$ cat src/rtl/fetch_debug_ctrl_if.sv
// Bundle between the UART receiver, the fetch/pipeline top and the debug sequencer.
// The master side is the sequencer; the slave side is the surrounding datapath.
interface fetch_debug_ctrl_if #(
    parameter int NB_DATA = 32,
    parameter int NB_ADDR = 7
);
    logic [7:0]         rx_data_i;
    logic               rx_valid_i;
    logic               halt_i;
    logic               en_write_o;
    logic [NB_ADDR-1:0] addr_write_o;
    logic [NB_DATA-1:0] data_write_o;
    logic               en_read_o;
    logic               cpu_enable_o;
    logic               cpu_reset_o;
    logic               overflow_o;
    logic [2:0]         state_o;

    modport master (
        input  rx_data_i, rx_valid_i, halt_i,
        output en_write_o, addr_write_o, data_write_o, en_read_o,
               cpu_enable_o, cpu_reset_o, overflow_o, state_o
    );

    modport slave (
        output rx_data_i, rx_valid_i, halt_i,
        input  en_write_o, addr_write_o, data_write_o, en_read_o,
               cpu_enable_o, cpu_reset_o, overflow_o, state_o
    );
endinterface

$ cat src/rtl/fetch_debug_ctrl.sv
// Debug sequencer: loads instruction memory from a UART byte stream, then runs
// the pipeline continuously or one cycle per 'N' command.
module fetch_debug_ctrl #(
    parameter int                 NB_DATA   = 32,
    parameter int                 NB_ADDR   = 7,
    parameter int                 ADDR_INC  = 4,
    parameter logic [NB_DATA-1:0] HALT_WORD = 32'hFFFFFFFF
) (
    input  logic              clock_i,
    input  logic              reset_i,
    fetch_debug_ctrl_if.master bus
);

    localparam logic [2:0] ST_IDLE   = 3'd0;
    localparam logic [2:0] ST_LOAD   = 3'd1;
    localparam logic [2:0] ST_LOADED = 3'd2;
    localparam logic [2:0] ST_RUN    = 3'd3;
    localparam logic [2:0] ST_STEP   = 3'd4;
    localparam logic [2:0] ST_DONE   = 3'd5;

    localparam logic [7:0] CMD_LOAD = 8'h4C;
    localparam logic [7:0] CMD_CONT = 8'h43;
    localparam logic [7:0] CMD_STEP = 8'h53;
    localparam logic [7:0] CMD_NEXT = 8'h4E;
    localparam logic [7:0] CMD_RET  = 8'h52;

    localparam int                 NB_BYTES      = NB_DATA / 8;
    localparam int                 NB_CNT        = $clog2(NB_BYTES);
    localparam logic [NB_CNT-1:0]  LAST_BYTE     = NB_CNT'(NB_BYTES - 1);
    localparam int                 LAST_ADDR_INT = (1 << NB_ADDR) - ADDR_INC;
    localparam logic [NB_ADDR-1:0] LAST_ADDR     = NB_ADDR'(LAST_ADDR_INT);
    localparam logic [NB_ADDR-1:0] ADDR_STEP     = NB_ADDR'(ADDR_INC);

    logic [2:0]         state;
    logic [2:0]         state_nxt;
    logic [NB_CNT-1:0]  byte_cnt;
    logic [NB_ADDR-1:0] addr;
    logic [NB_DATA-1:0] asm_word;
    logic [NB_DATA-1:0] next_word;
    logic               en_write;
    logic [NB_ADDR-1:0] wr_addr;
    logic [NB_DATA-1:0] wr_data;
    logic               cpu_en;
    logic               cpu_rst;
    logic               overflow;

    logic cmd_load, cmd_cont, cmd_step, cmd_next, cmd_ret;
    logic enter_load, start_cpu, step_fire, word_done, overflow_set;

    assign cmd_load = bus.rx_valid_i && (bus.rx_data_i == CMD_LOAD);
    assign cmd_cont = bus.rx_valid_i && (bus.rx_data_i == CMD_CONT);
    assign cmd_step = bus.rx_valid_i && (bus.rx_data_i == CMD_STEP);
    assign cmd_next = bus.rx_valid_i && (bus.rx_data_i == CMD_NEXT);
    assign cmd_ret  = bus.rx_valid_i && (bus.rx_data_i == CMD_RET);

    assign next_word    = {asm_word[NB_DATA-9:0], bus.rx_data_i};
    assign word_done    = (state == ST_LOAD) && bus.rx_valid_i && (byte_cnt == LAST_BYTE);
    // The memory-full check looks at the write being issued this cycle, so the
    // last slot is still written before the load is abandoned.
    assign overflow_set = (state == ST_LOAD) && en_write &&
                          (wr_data != HALT_WORD) && (wr_addr == LAST_ADDR);

    always_comb begin
        state_nxt  = state;
        enter_load = 1'b0;
        start_cpu  = 1'b0;
        step_fire  = 1'b0;
        case (state)
            ST_IDLE: begin
                if (cmd_load) begin
                    state_nxt  = ST_LOAD;
                    enter_load = 1'b1;
                end
            end
            ST_LOAD: begin
                if (en_write && (wr_data == HALT_WORD)) begin
                    state_nxt = ST_LOADED;
                end else if (overflow_set) begin
                    state_nxt = ST_IDLE;
                end
            end
            ST_LOADED: begin
                if (cmd_cont) begin
                    state_nxt = ST_RUN;
                    start_cpu = 1'b1;
                end else if (cmd_step) begin
                    state_nxt = ST_STEP;
                    start_cpu = 1'b1;
                end else if (cmd_ret) begin
                    state_nxt = ST_IDLE;
                end
            end
            ST_RUN: begin
                if (bus.halt_i) state_nxt = ST_DONE;
            end
            // A halt retiring in the same cycle as 'N' takes priority over the step.
            ST_STEP: begin
                if (bus.halt_i) begin
                    state_nxt = ST_DONE;
                end else if (cmd_next) begin
                    step_fire = 1'b1;
                end else if (cmd_ret) begin
                    state_nxt = ST_IDLE;
                end
            end
            ST_DONE: begin
                if (cmd_ret) begin
                    state_nxt = ST_IDLE;
                end else if (cmd_load) begin
                    state_nxt  = ST_LOAD;
                    enter_load = 1'b1;
                end
            end
            default: state_nxt = ST_IDLE;
        endcase
    end

    always_ff @(posedge clock_i or posedge reset_i) begin
        if (reset_i) begin
            state    <= ST_IDLE;
            byte_cnt <= '0;
            addr     <= '0;
            asm_word <= '0;
            en_write <= 1'b0;
            wr_addr  <= '0;
            wr_data  <= '0;
            cpu_en   <= 1'b0;
            cpu_rst  <= 1'b0;
            overflow <= 1'b0;
        end else begin
            state    <= state_nxt;
            en_write <= word_done;
            cpu_rst  <= start_cpu;
            cpu_en   <= ((state == ST_RUN) && !bus.halt_i) || step_fire;
            if (enter_load) begin
                addr     <= '0;
                byte_cnt <= '0;
                overflow <= 1'b0;
            end else begin
                if (overflow_set) overflow <= 1'b1;
                if ((state == ST_LOAD) && bus.rx_valid_i) begin
                    asm_word <= next_word;
                    byte_cnt <= byte_cnt + 1'b1;
                end
                // The write is staged in its own register so capture of the next word can continue.
                if (word_done) begin
                    wr_data <= next_word;
                    wr_addr <= addr;
                    addr    <= addr + ADDR_STEP;
                end
            end
        end
    end

    assign bus.en_write_o   = en_write;
    assign bus.addr_write_o = wr_addr;
    assign bus.data_write_o = wr_data;
    assign bus.en_read_o    = (state != ST_LOAD);
    assign bus.cpu_enable_o = cpu_en;
    assign bus.cpu_reset_o  = cpu_rst;
    assign bus.overflow_o   = overflow;
    assign bus.state_o      = state;

endmodule

$ cat src/flat_wrapper.sv
// flat-port wrapper written by rule: the top's interface ports become plain ports
module fetch_debug_ctrl_flat 
#(
    parameter int                 NB_DATA   = 32,
    parameter int                 NB_ADDR   = 7,
    parameter int                 ADDR_INC  = 4,
    parameter logic [NB_DATA-1:0] HALT_WORD = 32'hFFFFFFFF
)
  (clock_i, reset_i, bus_rx_data_i, bus_rx_valid_i, bus_halt_i, bus_en_write_o, bus_addr_write_o, bus_data_write_o, bus_en_read_o, bus_cpu_enable_o, bus_cpu_reset_o, bus_overflow_o, bus_state_o);
  fetch_debug_ctrl_if #(.NB_DATA(NB_DATA), .NB_ADDR(NB_ADDR)) bus_i ();
  input  logic clock_i;
  input  logic reset_i;
  input wire logic [$bits(bus_i.rx_data_i)-1:0] bus_rx_data_i;
  input wire logic [$bits(bus_i.rx_valid_i)-1:0] bus_rx_valid_i;
  input wire logic [$bits(bus_i.halt_i)-1:0] bus_halt_i;
  output wire logic [$bits(bus_i.en_write_o)-1:0] bus_en_write_o;
  output wire logic [$bits(bus_i.addr_write_o)-1:0] bus_addr_write_o;
  output wire logic [$bits(bus_i.data_write_o)-1:0] bus_data_write_o;
  output wire logic [$bits(bus_i.en_read_o)-1:0] bus_en_read_o;
  output wire logic [$bits(bus_i.cpu_enable_o)-1:0] bus_cpu_enable_o;
  output wire logic [$bits(bus_i.cpu_reset_o)-1:0] bus_cpu_reset_o;
  output wire logic [$bits(bus_i.overflow_o)-1:0] bus_overflow_o;
  output wire logic [$bits(bus_i.state_o)-1:0] bus_state_o;
  assign bus_i.rx_data_i = bus_rx_data_i;
  assign bus_i.rx_valid_i = bus_rx_valid_i;
  assign bus_i.halt_i = bus_halt_i;
  assign bus_en_write_o = bus_i.en_write_o;
  assign bus_addr_write_o = bus_i.addr_write_o;
  assign bus_data_write_o = bus_i.data_write_o;
  assign bus_en_read_o = bus_i.en_read_o;
  assign bus_cpu_enable_o = bus_i.cpu_enable_o;
  assign bus_cpu_reset_o = bus_i.cpu_reset_o;
  assign bus_overflow_o = bus_i.overflow_o;
  assign bus_state_o = bus_i.state_o;
  fetch_debug_ctrl #(.NB_DATA(NB_DATA), .NB_ADDR(NB_ADDR), .ADDR_INC(ADDR_INC), .HALT_WORD(HALT_WORD)) u_core (.clock_i(clock_i), .reset_i(reset_i), .bus(bus_i));
endmodule
$ cat config.mk
export PLATFORM = sky130hd
export DESIGN_NAME = fetch_debug_ctrl_flat
export DESIGN_NICKNAME = d
export VERILOG_FILES = /design/src/rtl/fetch_debug_ctrl_if.sv /design/src/rtl/fetch_debug_ctrl.sv /design/src/flat_wrapper.sv
export SDC_FILE = /design/constraint.sdc
export NUM_CORES = 1
export LEC_CHECK = 0
export ABC_AREA = 1
export CAP_MARGIN = 10
export CORE_MARGIN = 2
export CORE_UTILIZATION = 47
export DETAILED_ROUTE_END_ITERATION = 6
export HOLD_SLACK_MARGIN = 0.06
export PLACE_DENSITY = 0.73
export SLEW_MARGIN = 25
export SYNTH_ARGS = -nofsm -noshare
export SYNTH_HDL_FRONTEND = slang
export SYNTH_SLANG_ARGS = --single-unit
$ cat constraint.sdc
create_clock -name clock_i -period 2.05 [get_ports clock_i]
set_input_delay 0.3075 -clock clock_i [delete_from_list [all_inputs] [get_ports clock_i]]
set_output_delay 0.3075 -clock clock_i [all_outputs]
set_load 0.02 [all_outputs]
==> results.yml <==
global_route:
  grt_pass1_vias: 2451
  grt_pass1_wl_um: 11600
  grt_max_degree: 52
  grt_use_total_pct: 19.8
  antenna_found_initial: 0
  grt-ovfl-total: 0
cells_and_area:
  n_antenna_cell: 0
  nNetsFinal: 465
  multiInputGateArea_sq_um: 1160
  seqCellArea_sq_um: 1880
  areaGrowthSynthToFinish_pct: 25.1
  fill_cells: 617
  drive_above_1_share_pct: 6.36
synthesis:
  ys_types: 27
  syn_avg_cell_area_sq_um: 8.43
  syn-cell-area_sq_um: 3300
  synth_edf_count: 0
  synth_seq_area_share_pct: 56.9
  async_flop_share_pct: 100
  synthFlopType: "dfrtp_1"
  yosysWarnings: 0
  synthCells: 391
  synth-seq-cells: 75
floorplanning:
  dieArea_sq_um: 7700
  die_width_um: 87.8
  die_h_um: 87.8
  initial_core_util_pct: 48.5
  pin_count: 59
  row_count: 30
  core_area_sq_um: 6790
clock_network:
  clk_path_buf_depth: 2
  clkTransAtPathRegs_ps: 70
  ctsRootBufferMaster: "clkbuf_8"
  cts_setup_buffers: 0
  clk_latency_ps: 340
  htree_num_levels: 3
  numClockSinks: 75
  cts_tree: "yes"
  cts_made_buffers: 9
worst_hold_path:
  hold_path.class: "primary input to async pin"
sta:
  slew_headroom_pct: 63.7
  setup_slack_ps: 219
  setup_violations: 0
  tightest_slew_ps: 539
  hold_viol: 0
  fmax_ghz: 0.546
  final.min_clock_period_ps: 1830
  setup_tns_ps: 0
  fin_crit_sh_pct: 89.3
  finClkSkew_ps: 8.45
  drv_slew: 0
  rsz0062_at_grt: "no"
route:
  drc: 0
  first_pass_iters: 5
  vias_per_cell: 4.75
  postRouteAntennaNets: 0
  wirelength_um: 6750
  wl_per_cell_um: 12.2
  num_vias: 2620
  first_iter_violations: 134
setup_path:
  cp.arrival_ps: 1520
  critPathTopFamily: "buffers and inverters"
  critPathMaxStageDelay_ps: 670
  cp.required_ps: 1740
  path_cells: "clkdlybuf4s50_1"
  cpMaxStageDelayCell: "clkdlybuf4s50_1"
  start_kind: "flip-flop"
  critPathKind: "flip-flop to primary output"
  crit_path_end_kind: "primary output"
  path_buf_inv: 1
  crit_fanout: 8
power:
  p_leak_nw: 1.96
  ir_worst_vdd_uv: 593
  cellPowerDensity_nw_per_um2: 1370
  total_power_mw: 5.64
placement:
  pre_cts_slack_ps: 124
  place_congestion: 0.897
  dp_hpwl_um: 4930
  numPortBuffers: 56
flow_run:
  drv_cap: 0
run_status:
  status: "completed"
-- where the power goes --
part / internal [mW] / total, mW / leakage (nW) / switching (mW)
logic: 0.956 / 2.16 / 0.902 / 1.21
clock network: 0.471 / 0.984 / 0.0863 / 0.513
registers: 2.06 / 2.49 / 0.975 / 0.434
-- layout by cell type (no fill, tap or decap), types with 3 or more instances in the layout --
master,instances
nand2_1,133
dfrtp_1,74
clkdlybuf4s50_1,55
inv_1,40
o21ai_0,33
nor2_1,25
nand3_1,22
o21ai_1,20
clkbuf_8,10
buf_4,6
nand4_1,4
nor3_1,3
a21oi_1,3
-- layout make-up --
cell class / instances / area share, %
inverters: 43 / 4.00
clock inverters: 4 / 0.637
clock buffers: 12 / 3.52
repair buffers: 63 / 15.1
multi-input cells: 259 / 28.2
flip-flops and latches: 75 / 45.5
well taps: 96 / 2.91
-- flip-flops by register name (all words and copies together) (netlist names) --
register                 cells
u_core.byte_cnt              2
u_core.addr                  5
u_core.bus.overflow_o        1
u_core.bus.en_write_o        1
u_core.bus.cpu_reset_o       1
u_core.bus.cpu_enable_o      1
u_core.asm_word             24
u_core.bus.data_write_o     32
u_core.bus.addr_write_o      5
u_core.bus.state_o           3
-- through the flow --
step	util, %	hold WS (ps)	area [sq um]	instances
2_1_floorplan	-	449	3300	392
3_3_place_gp	58.2	460	3950	536
3_5_place_dp	58.2	466	3950	536
4_1_cts	60.7	341	4120	552
5_1_grt	60.7	356	4120	552
6_report	60.7	342	4120	552
-- final timing paths --
path / start / end / slack [ps] / depth (start not counted)
setup / recovery: u_core.bus.state_o[2] / bus_state_o[2] / 220 / 1
hold / removal: reset_i / u_core.bus.data_write_o[24] / 340 / 2
setup reg to reg: u_core.bus.state_o[1] / u_core.bus.state_o[2] / 510 / 10
hold reg to reg: u_core.asm_word[19] / u_core.bus.data_write_o[27] / 480 / 2
max in group asynchronous: reset_i / u_core.bus.state_o[1] / 1070 / 3
min in group clock_i: u_core.asm_word[19] / u_core.bus.data_write_o[27] / 480 / 2
-- layer usage --
layer / GRT usage [%] / up-vias / part of all wire, %
li1: - / 1348 / -
met1: 28.0 / 1210 / 49
met2: 29.9 / 56 / 47
met3: 4.05 / 6 / 3.1
met4: 8.11 / 0 / 0.98
met5: 0 / - / 0
-- synthesized netlist by cell type, types with 2 or more instances --
cell type | instances | share of area (%)
nand2_1 | 133 | 15
inv_1 | 41 | 4.7
o21ai_1 | 20 | 3.0
a21oi_1 | 3 | 0.46
inv_2 | 2 | 0.23
o21ai_0 | 33 | 5.0
buf_4 | 2 | 0.46
nor3_1 | 3 | 0.46
xor2_1 | 2 | 0.53
nand4_1 | 4 | 0.76
buf_2 | 3 | 0.46
dfrtp_1 | 75 | 57
nor4_1 | 2 | 0.38
clkbuf_1 | 6 | 0.68
ha_1 | 2 | 0.76
buf_6 | 4 | 1.4
nand3_1 | 22 | 3.3
nor2_1 | 25 | 2.8
-- what timing repair did --
action                                  4_1_cts  5_1_grt
endpoints found under the setup margin        1        0
hold buffers                                  0        0
resized for setup                             2        0
-- cell families (layout without fill, tap and decap cells) --
family,after synthesis,count (layout),synth area share (%)
adders and majority gates,2,2,0.759
xor gates and xnor gates,2,2,0.531
and+or+nand+nor,194,194,24.6
AOI/OAI and AO/OA,59,59,9.18
buffers and inverters,58,122,7.86
other,1,2,0.114
DFF,75,75,56.9
No activity file was read; power rests on OpenSTA's default activity.
